===== src/rtl/ahb_regbank_hs.sv =====
// AHB-Lite register bank bridging firmware to user logic via a synchronised 4-phase req/ack handshake.
// Latency: zero wait states; writes land on the edge ending the data phase; reads are combinational in the data phase.
// Backpressure: none; HREADY is always 1 and HRESP always OKAY, so GO while busy is dropped and flagged as overrun.
//
// Ports:
//   AHB_HCLK / AHB_HRESETn       bus clock, asynchronous active-low reset
//   AHB_H*                       AHB-Lite slave interface (HBURST/HPROT/HMASTER/HMASTLOCK ignored)
//   usr_req / usr_ack            handshake toward user logic (ack is asynchronous)
//   usr_init                     asynchronous user-side init-done flag, visible as STATUS bit3
//   usr_wr_data / usr_rd_data    flattened RW registers out, user data in (reg i at [32i+31:32i])
//   irq                          registered level interrupt = done & irq_en
module ahb_regbank_hs #(
    parameter int NUM_WR_REGS = 4,
    parameter int NUM_RD_REGS = 4,
    parameter int SYNC_STAGES = 2
) (
    input  logic                      AHB_HCLK,
    input  logic                      AHB_HRESETn,
    input  logic                      AHB_HSEL,
    input  logic                      AHB_HWRITE,
    input  logic [1:0]                AHB_HTRANS,
    input  logic [2:0]                AHB_HSIZE,
    input  logic [31:0]               AHB_HADDR,
    input  logic [31:0]               AHB_HWDATA,
    input  logic [2:0]                AHB_HBURST,
    input  logic [3:0]                AHB_HPROT,
    input  logic [3:0]                AHB_HMASTER,
    input  logic                      AHB_HMASTLOCK,
    output logic [31:0]               AHB_HRDATA,
    output logic                      AHB_HREADY,
    output logic                      AHB_HRESP,
    output logic                      usr_req,
    input  logic                      usr_ack,
    input  logic                      usr_init,
    output logic [32*NUM_WR_REGS-1:0] usr_wr_data,
    input  logic [32*NUM_RD_REGS-1:0] usr_rd_data,
    output logic                      irq
);

    localparam int RD_BASE = 2 + NUM_WR_REGS;

    typedef enum logic [1:0] {ST_IDLE, ST_REQ, ST_DROP} state_t;

    state_t      state;
    logic        dp_vld;
    logic        dp_write;
    logic [11:0] dp_addr;
    logic [2:0]  dp_size;
    logic [9:0]  idx;
    int          idx_i;
    logic [3:0]  be;
    logic        wr_act;
    logic        rd_act;
    logic        busy;
    logic        go_wr;
    logic        st_wr;
    logic        done;
    logic        ovr;
    logic        irq_en;
    logic        done_nxt;
    logic        ovr_nxt;
    logic [SYNC_STAGES-1:0] ack_ff;
    logic [SYNC_STAGES-1:0] init_ff;
    logic        ack_sync;
    logic        init_sync;
    logic [31:0] wr_regs [NUM_WR_REGS];
    logic [31:0] rd_regs [NUM_RD_REGS];

    logic unused_ok;
    assign unused_ok = ^{AHB_HBURST, AHB_HPROT, AHB_HMASTER, AHB_HMASTLOCK,
                         AHB_HADDR[31:12], AHB_HTRANS[0]};

    assign AHB_HREADY = 1'b1;
    assign AHB_HRESP  = 1'b0;

    // Address phase capture; HREADY is tied high so every cycle is a sampling cycle.
    always_ff @(posedge AHB_HCLK or negedge AHB_HRESETn) begin
        if (!AHB_HRESETn) begin
            dp_vld   <= 1'b0;
            dp_write <= 1'b0;
            dp_addr  <= '0;
            dp_size  <= '0;
        end else begin
            dp_vld <= AHB_HSEL & AHB_HTRANS[1];
            if (AHB_HSEL & AHB_HTRANS[1]) begin
                dp_write <= AHB_HWRITE;
                dp_addr  <= AHB_HADDR[11:0];
                dp_size  <= AHB_HSIZE;
            end
        end
    end

    // Input synchronisers; output is the last stage.
    always_ff @(posedge AHB_HCLK or negedge AHB_HRESETn) begin
        if (!AHB_HRESETn) begin
            ack_ff  <= '0;
            init_ff <= '0;
        end else begin
            ack_ff  <= {ack_ff[SYNC_STAGES-2:0], usr_ack};
            init_ff <= {init_ff[SYNC_STAGES-2:0], usr_init};
        end
    end
    assign ack_sync  = ack_ff[SYNC_STAGES-1];
    assign init_sync = init_ff[SYNC_STAGES-1];

    assign idx    = dp_addr[11:2];
    assign idx_i  = {22'd0, idx};
    assign wr_act = dp_vld & dp_write;
    assign rd_act = dp_vld & ~dp_write;
    assign busy   = (state != ST_IDLE);

    always_comb begin
        case (dp_size)
            3'd0:    be = 4'b0001 << dp_addr[1:0];
            3'd1:    be = dp_addr[1] ? 4'b1100 : 4'b0011;
            default: be = 4'b1111;
        endcase
    end

    // All CTRL/STATUS control bits live in byte lane 0.
    assign go_wr = wr_act && (idx_i == 0) && be[0] && AHB_HWDATA[0];
    assign st_wr = wr_act && (idx_i == 1) && be[0];

    // Set beats W1C when both occur in the same cycle.
    assign done_nxt = (done & ~(st_wr & AHB_HWDATA[1])) | ((state == ST_DROP) & ~ack_sync);
    assign ovr_nxt  = (ovr  & ~(st_wr & AHB_HWDATA[2])) | (go_wr & busy);

    always_ff @(posedge AHB_HCLK or negedge AHB_HRESETn) begin
        if (!AHB_HRESETn) begin
            for (int i = 0; i < NUM_WR_REGS; i++) wr_regs[i] <= '0;
        end else if (wr_act) begin
            for (int i = 0; i < NUM_WR_REGS; i++) begin
                if (idx_i == i + 2) begin
                    for (int b = 0; b < 4; b++) begin
                        if (be[b]) wr_regs[i][8*b +: 8] <= AHB_HWDATA[8*b +: 8];
                    end
                end
            end
        end
    end

    // Handshake FSM with status, interrupt and shadow capture.
    always_ff @(posedge AHB_HCLK or negedge AHB_HRESETn) begin
        if (!AHB_HRESETn) begin
            state   <= ST_IDLE;
            usr_req <= 1'b0;
            done    <= 1'b0;
            ovr     <= 1'b0;
            irq_en  <= 1'b0;
            irq     <= 1'b0;
            for (int i = 0; i < NUM_RD_REGS; i++) rd_regs[i] <= '0;
        end else begin
            done <= done_nxt;
            ovr  <= ovr_nxt;
            irq  <= done & irq_en;
            if (wr_act && (idx_i == 0) && be[0]) irq_en <= AHB_HWDATA[1];
            case (state)
                ST_IDLE: begin
                    if (go_wr) begin
                        state   <= ST_REQ;
                        usr_req <= 1'b1;
                    end
                end
                ST_REQ: begin
                    if (ack_sync) begin
                        state   <= ST_DROP;
                        usr_req <= 1'b0;
                        for (int i = 0; i < NUM_RD_REGS; i++) rd_regs[i] <= usr_rd_data[32*i +: 32];
                    end
                end
                ST_DROP: begin
                    if (!ack_sync) state <= ST_IDLE;
                end
                default: begin
                    state   <= ST_IDLE;
                    usr_req <= 1'b0;
                end
            endcase
        end
    end

    // Read mux: all-ones whenever no read data phase is active or the index is unmapped.
    always_comb begin
        AHB_HRDATA = '1;
        if (rd_act) begin
            if (idx_i == 0) AHB_HRDATA = {30'd0, irq_en, busy};
            if (idx_i == 1) AHB_HRDATA = {28'd0, init_sync, ovr, done, busy};
            for (int i = 0; i < NUM_WR_REGS; i++) begin
                if (idx_i == i + 2) AHB_HRDATA = wr_regs[i];
            end
            for (int i = 0; i < NUM_RD_REGS; i++) begin
                if (idx_i == i + RD_BASE) AHB_HRDATA = rd_regs[i];
            end
        end
    end

    always_comb begin
        usr_wr_data = '0;
        for (int i = 0; i < NUM_WR_REGS; i++) usr_wr_data[32*i +: 32] = wr_regs[i];
    end

endmodule

===== config.mk =====
export PLATFORM = sky130hd
export DESIGN_NAME = ahb_regbank_hs
export DESIGN_NICKNAME = d
export VERILOG_FILES = /design/src/rtl/ahb_regbank_hs.sv
export SDC_FILE = /design/constraint.sdc
export NUM_CORES = 1
export LEC_CHECK = 0
export BUFFER_PORTS_ARGS = -buffer_cell sky130_fd_sc_hd__buf_2
export CAP_MARGIN = 20
export CORE_MARGIN = 10
export CORE_UTILIZATION = 45
export DETAILED_ROUTE_END_ITERATION = 10
export GPL_TIMING_DRIVEN = 0
export PLACE_DENSITY = 0.7
export REMOVE_ABC_BUFFERS = 1
export SLEW_MARGIN = 25
export SYNTH_ARGS = -nofsm -noshare
export SYNTH_HDL_FRONTEND = slang
export SYNTH_SLANG_ARGS = --single-unit

===== constraint.sdc =====
create_clock -name AHB_HCLK -period 5.5 [get_ports AHB_HCLK]
set_input_delay 0.825 -clock AHB_HCLK [delete_from_list [all_inputs] [get_ports AHB_HCLK]]
set_output_delay 0.825 -clock AHB_HCLK [all_outputs]
set_load 0.01 [all_outputs]

* Yosys cells after proc, flatten, opt, wreduce, memory -nomap -nowiden
Cells that the tools add are included.
** Operators by class
- Bitwise logic cells :: 17
- Eq/ne operators :: 15
- Shifts and indexed selects :: 1
- Reduce and logical (&&, ||, !) cells :: 28
- Muxes and demuxes :: 20
** Operators with widths (count)
- 32-bit 2-to-1 mux :: 11
- 3-bit AND reduction :: 18
- 10-bit by 4-bit equality test with 1-bit output, second input constant :: 4
- 32-bit zero test :: 1
- 10-bit by 3-bit equality test with 1-bit output, second input constant :: 2
- 10-bit by 5-bit equality test with 1-bit output, second input constant :: 2
- 1-bit bitwise AND :: 10
- 10-bit by 2-bit equality test with 1-bit output, second input constant :: 1
- 4-bit case mux with 2 select lines :: 1
- 2-bit 2-to-1 mux :: 3
- 2-bit != test, second input constant :: 3
- 2-bit case mux with 3 select lines :: 1
- 1-bit logical AND :: 5
- 1-bit inverter :: 5
- 4-bit 2-to-1 mux :: 1
- 1-bit by 2-bit left shift with 4-bit output, first input constant :: 1
- 3-bit by 1-bit equality test with 1-bit output, second input constant :: 1
- 3-bit zero test :: 1
- 1-bit case mux with 3 select lines :: 1
- 2-bit by 1-bit equality test with 1-bit output, second input constant :: 1
- 2-bit equality test, second input constant :: 1
- 2-bit zero test :: 1
- 1-bit 2-to-1 mux :: 2
- 1-bit bitwise OR :: 2
- 2 further kinds :: 2
** Word-level totals
- Output and inout bits :: 164
- Bits of input ports :: 215
- Bits in registers :: 284
- Word-level logic and storage cells :: 113

* Depth between registers and ports, before layout
- Depth in word-level cells :: 12
- Gate-level depth with buffers :: 8
- Gate-level depth less buffers :: 4

* Worst setup path after synthesis
Ideal clock, no wire load.
- Path type :: register to output
- Start point :: register dp_addr[2]
- End point :: output AHB_HRDATA[13]
- Buffers on the path :: 3
- Slack :: 2702 ps
- Required time :: 4675 ps
- Data arrival time :: 1973 ps
- Stages on the path, launching flop included :: 6
- Path through :: dfrtp_1 clkbuf_1 buf_2 buf_1 mux2_2 a221o_1
** On the way
- Longest elaborated chain between the ends :: 12
- Elaborated cells between the ends (all ways) :: 21
- Classes of those cells :: eq/ne: 9; mux: 11; reduce/logical: 1
** Ends and longest elaborated chain
- start: declaration :: RTL line 47 : logic [11:0] dp_addr;
- start signal: assignment :: RTL line 87 : dp_addr <= AHB_HADDR[11:0];
- 32-bit zero test :: RTL line 186 : if (idx_i == 0) AHB_HRDATA = {30'd0, irq_en, busy};
- 32-bit 2-to-1 mux :: RTL line 186
- 32-bit 2-to-1 mux :: RTL line 187 : if (idx_i == 1) AHB_HRDATA = {28'd0, init_sync, ovr, done, busy};
- 32-bit 2-to-1 mux (4 in a row) :: RTL line 189 : if (idx_i == i + 2) AHB_HRDATA = wr_regs[i];
- 32-bit 2-to-1 mux (3 in a row) :: RTL line 192 : if (idx_i == i + RD_BASE) AHB_HRDATA = rd_regs[i];
- 32-bit 2-to-1 mux * :: RTL line 192
- 32-bit 2-to-1 mux * :: RTL line 185 : if (rd_act) begin
- end: declaration :: RTL line 29 : output logic [31:0] AHB_HRDATA,
Mark *: on every way between the ends. The rest lies on a longest branch, timed or not.

* Worst setup path in the final report
- Start point :: register dp_addr[11]
- End point :: output AHB_HRDATA[28]
Same word-level chain as after synthesis.

==> results.sh <==
export IMPL_outcome="complete, no violations"
export IMPL_drt_wl_total_um=45350
export IMPL_grtUsageTotal_pct=23.32
export IMPL_critPathArrivalTime_ns=3.63
export IMPL_dp_cells=1733
export IMPL_pwr_share_seq_pct=44.9
export IMPL_initial_core_util_pct=45.59
export IMPL_core_area_um2=29640
export IMPL_route_detailed_drc=0
export IMPL_ys_flop_type="dfrtp_1"
export IMPL_crit_path_end_kind="output pin"
export IMPL_p_int_uw=3897
export IMPL_slew_viol_final=0
export IMPL_p_per_area_nw_per_um2=316.3
export IMPL_routabilityCongestion=0.7957
export IMPL_maxCapViolations=0
export IMPL_drt_wirelength_per_cell_um=25.26
export IMPL_path_clk_slew_ns=0.07
export IMPL_drive_gt1_share_pct=54.29
export IMPL_via_per_inst=5.822
export IMPL_grt_pass1_vias=10840
export IMPL_grt_first_pass_wirelength_um=69080
export IMPL_worst_pin_slew_ns=0.8801
export IMPL_maxSlewHeadroom_pct=41.33
export IMPL_io_buffer_count=343
export IMPL_ctsResizeCount=0
export IMPL_dr_wl_met3_um=3363
export IMPL_share_comb_of_total_power_pct=15.2
export IMPL_final_common_cell="buf_2"
export IMPL_swShare_pct=27.24
export IMPL_cts_root_buf="clkbuf_16"
export IMPL_h_tree_depth=1
export IMPL_ys_seq_elements=284
export IMPL_fin_nets=1591
export IMPL_synth_edf_count=0
export IMPL_final_cells=1795
export IMPL_vias=10450
export IMPL_dr_pass1_iters=5
export IMPL_std_cell_rows=63
export IMPL_antenna_found_initial=8
export IMPL_period_share_pct=80.99
export IMPL_clk_latency_ns=0.58
export IMPL_crit_type="reg -> out"
export IMPL_clockPowerShare_pct=39.8
export IMPL_pin_count=379
export IMPL_hp_class="in -> async"
export IMPL_yosysWarnings=0
export IMPL_synth_cells=1056
export IMPL_final_cell_mix="buf_2, mux2_2, dfrtp_1"
export IMPL_p_total_uw=5357
export IMPL_met1Wirelength_um=18790
export IMPL_route_top_layer_used="met5"
export IMPL_final_hold_violation_count=0
export IMPL_drt_iter0_drc=697
export IMPL_areaGrowthSynthToFinish_pct=25.33
export IMPL_die_area_um2=37360
export IMPL_cts_sinks=284
export IMPL_wl_met2_um=21470
export IMPL_cp_start_kind="flip-flop"
export IMPL_rsz0062_at_grt="no"
export IMPL_antenna_left=0
export IMPL_clock_path_buffers=3
export IMPL_power_leakage_uw=0.007481
export IMPL_cts_tree="done"
export IMPL_p_sw_uw=1459
export IMPL_period_minus_slack_ns=4.455
export IMPL_grt_ovfl_total=0
export IMPL_cts_buffers=31
export IMPL_cts_setup_buffers=0
export IMPL_vdd_ir_drop_max_uv=266.7
export IMPL_final_setup_skew_ns=0.02627
export IMPL_grt_max_degree=94
export IMPL_fmax_mhz=224.5
export IMPL_setup_viol=0
export IMPL_crit_path_max_fanout=25
export IMPL_synth_distinct_cells=53
export IMPL_ys_seq_area_share_pct=52.60
export IMPL_dp_hpwl_um=32300
export IMPL_die_w_um=193.3
export IMPL_synth_cell_area_um2=13510
export IMPL_cts_hold_fix_buffers=0
export IMPL_fp_dieH_um=193.3
export IMPL_worstPathRequired_ns=4.68
export IMPL_async_reset_ff_share_pct=100.0
export IMPL_syn_avg_cell_area_um2=12.80
[layer usage]
metal  vias up  global-route usage [%]
met5         -                       0
met3       105                   5.878
met1      5263                   29.79
li1       4653                       -
met2       426                   37.68
met4         4                   8.097
[cells by family (layout without fill, tap and decap cells)]
logic type             Yosys count  count (layout)  synth area share (%)
AO/OA/AOI/OAI                  184             184                 10.09
XOR/XNOR                         1               1               0.06483
buffers and inverters           95             439                 2.945
flip-flops                     284             284                 52.60
multiplexers                   313             313                 26.09
other                            2               7               0.05558
AND/OR/NAND/NOR                177             177                 8.158
[synth_stat cells, types with 6 or more instances]
cell	n	area share [%]
nor3_1	55	2.0
nor2b_1	35	1.6
mux2i_1	9	0.67
a211oi_1	65	3.6
nand2_1	12	0.33
a221o_1	27	2.0
mux2_2	301	25
o21ai_0	17	0.63
buf_1	11	0.31
nor2_1	14	0.39
inv_1	12	0.33
clkbuf_1	56	1.6
a21oi_1	7	0.26
dfrtp_1	284	53
o22ai_1	42	1.9
buf_4	6	0.33
and3_1	7	0.32
nand4_1	15	0.69
buf_2	9	0.33
o221ai_1	8	0.52
[flip-flops by register name (all words and copies together) (netlist names)]
| signal | flops |
|---|---|
| dp_size | 3 |
| irq_en | 1 |
| ovr | 1 |
| dp_write | 1 |
| init_ff | 2 |
| usr_req | 1 |
| state | 2 |
| dp_vld | 1 |
| dp_addr | 12 |
| usr_wr_data | 128 |
| ack_ff | 2 |
| rd_regs | 128 |
| irq | 1 |
| done | 1 |
[through the flow]
step	cell area [um2]	util [%]	setup TNS (ns)	hold slack [ns]	setup slack [ns]
2_1_floorplan	13160	-	0	0.3312	0.7643
3_3_place_gp	15360	51.84	-963.32	0.3376	-3.728
3_5_place_dp	15860	53.51	0	0.3410	1.663
4_1_cts	16920	57.09	0	0.06588	1.027
5_1_grt	16930	57.11	0	0.07431	0.9289
6_report	16930	57.13	0	0.09027	1.045
[worst paths after layout]
check / from / end / slack, ns / cells after the start
setup / recovery: dp_addr[11]$_DFFE_PN0P_ / AHB_HRDATA[28] / 1.05 / 5
setup reg to reg: dp_addr[4]$_DFFE_PN0P_ / usr_wr_data[118]$_DFFE_PN0P_ / 2.02 / 4
hold / removal: AHB_HRESETn / rd_regs[29]$_DFFE_PN0P_ / 0.09 / 1
hold reg to reg: init_ff[0]$_DFF_PN0_ / init_ff[1]$_DFF_PN0_ / 0.35 / 0
max in group asynchronous: AHB_HRESETn / dp_addr[3]$_DFFE_PN0P_ / 4.67 / 2
min in group AHB_HCLK: init_ff[0]$_DFF_PN0_ / init_ff[1]$_DFF_PN0_ / 0.35 / 0
[worst max-delay path, stage by stage (launching register included)]
cell and delay (ns):
dfrtp_1 0.44, or3_2 0.87, nor2_1 0.74, nand4_1 0.41
a221o_1 0.43, buf_2 0.15
[power by group through the flow]
stage | Clock (uW) | Combinational (uW) | Sequential [uW]
4_1_cts | 2180 | 821 | 2400
5_1_grt | 2270 | 881 | 2430
3_5_place_dp | 0 | 819 | 2440
2_1_floorplan | 0 | 399 | 2440
6_report | 2130 | 816 | 2410
3_3_place_gp | 0 | 718 | 2480
[final cells by class]
class / instances / area [um2]
fill: 2531 / 12700
timing repair buffer: 370 / 2163
clock inverter: 12 / 122.6
tap: 390 / 488.0
inverter: 12 / 45.04
clock buffer: 45 / 938.4
multi-input combinational: 677 / 6050
sequential: 284 / 7114
antenna: 5 / 12.51
Note: power is estimated with default switching activity, not from simulation.
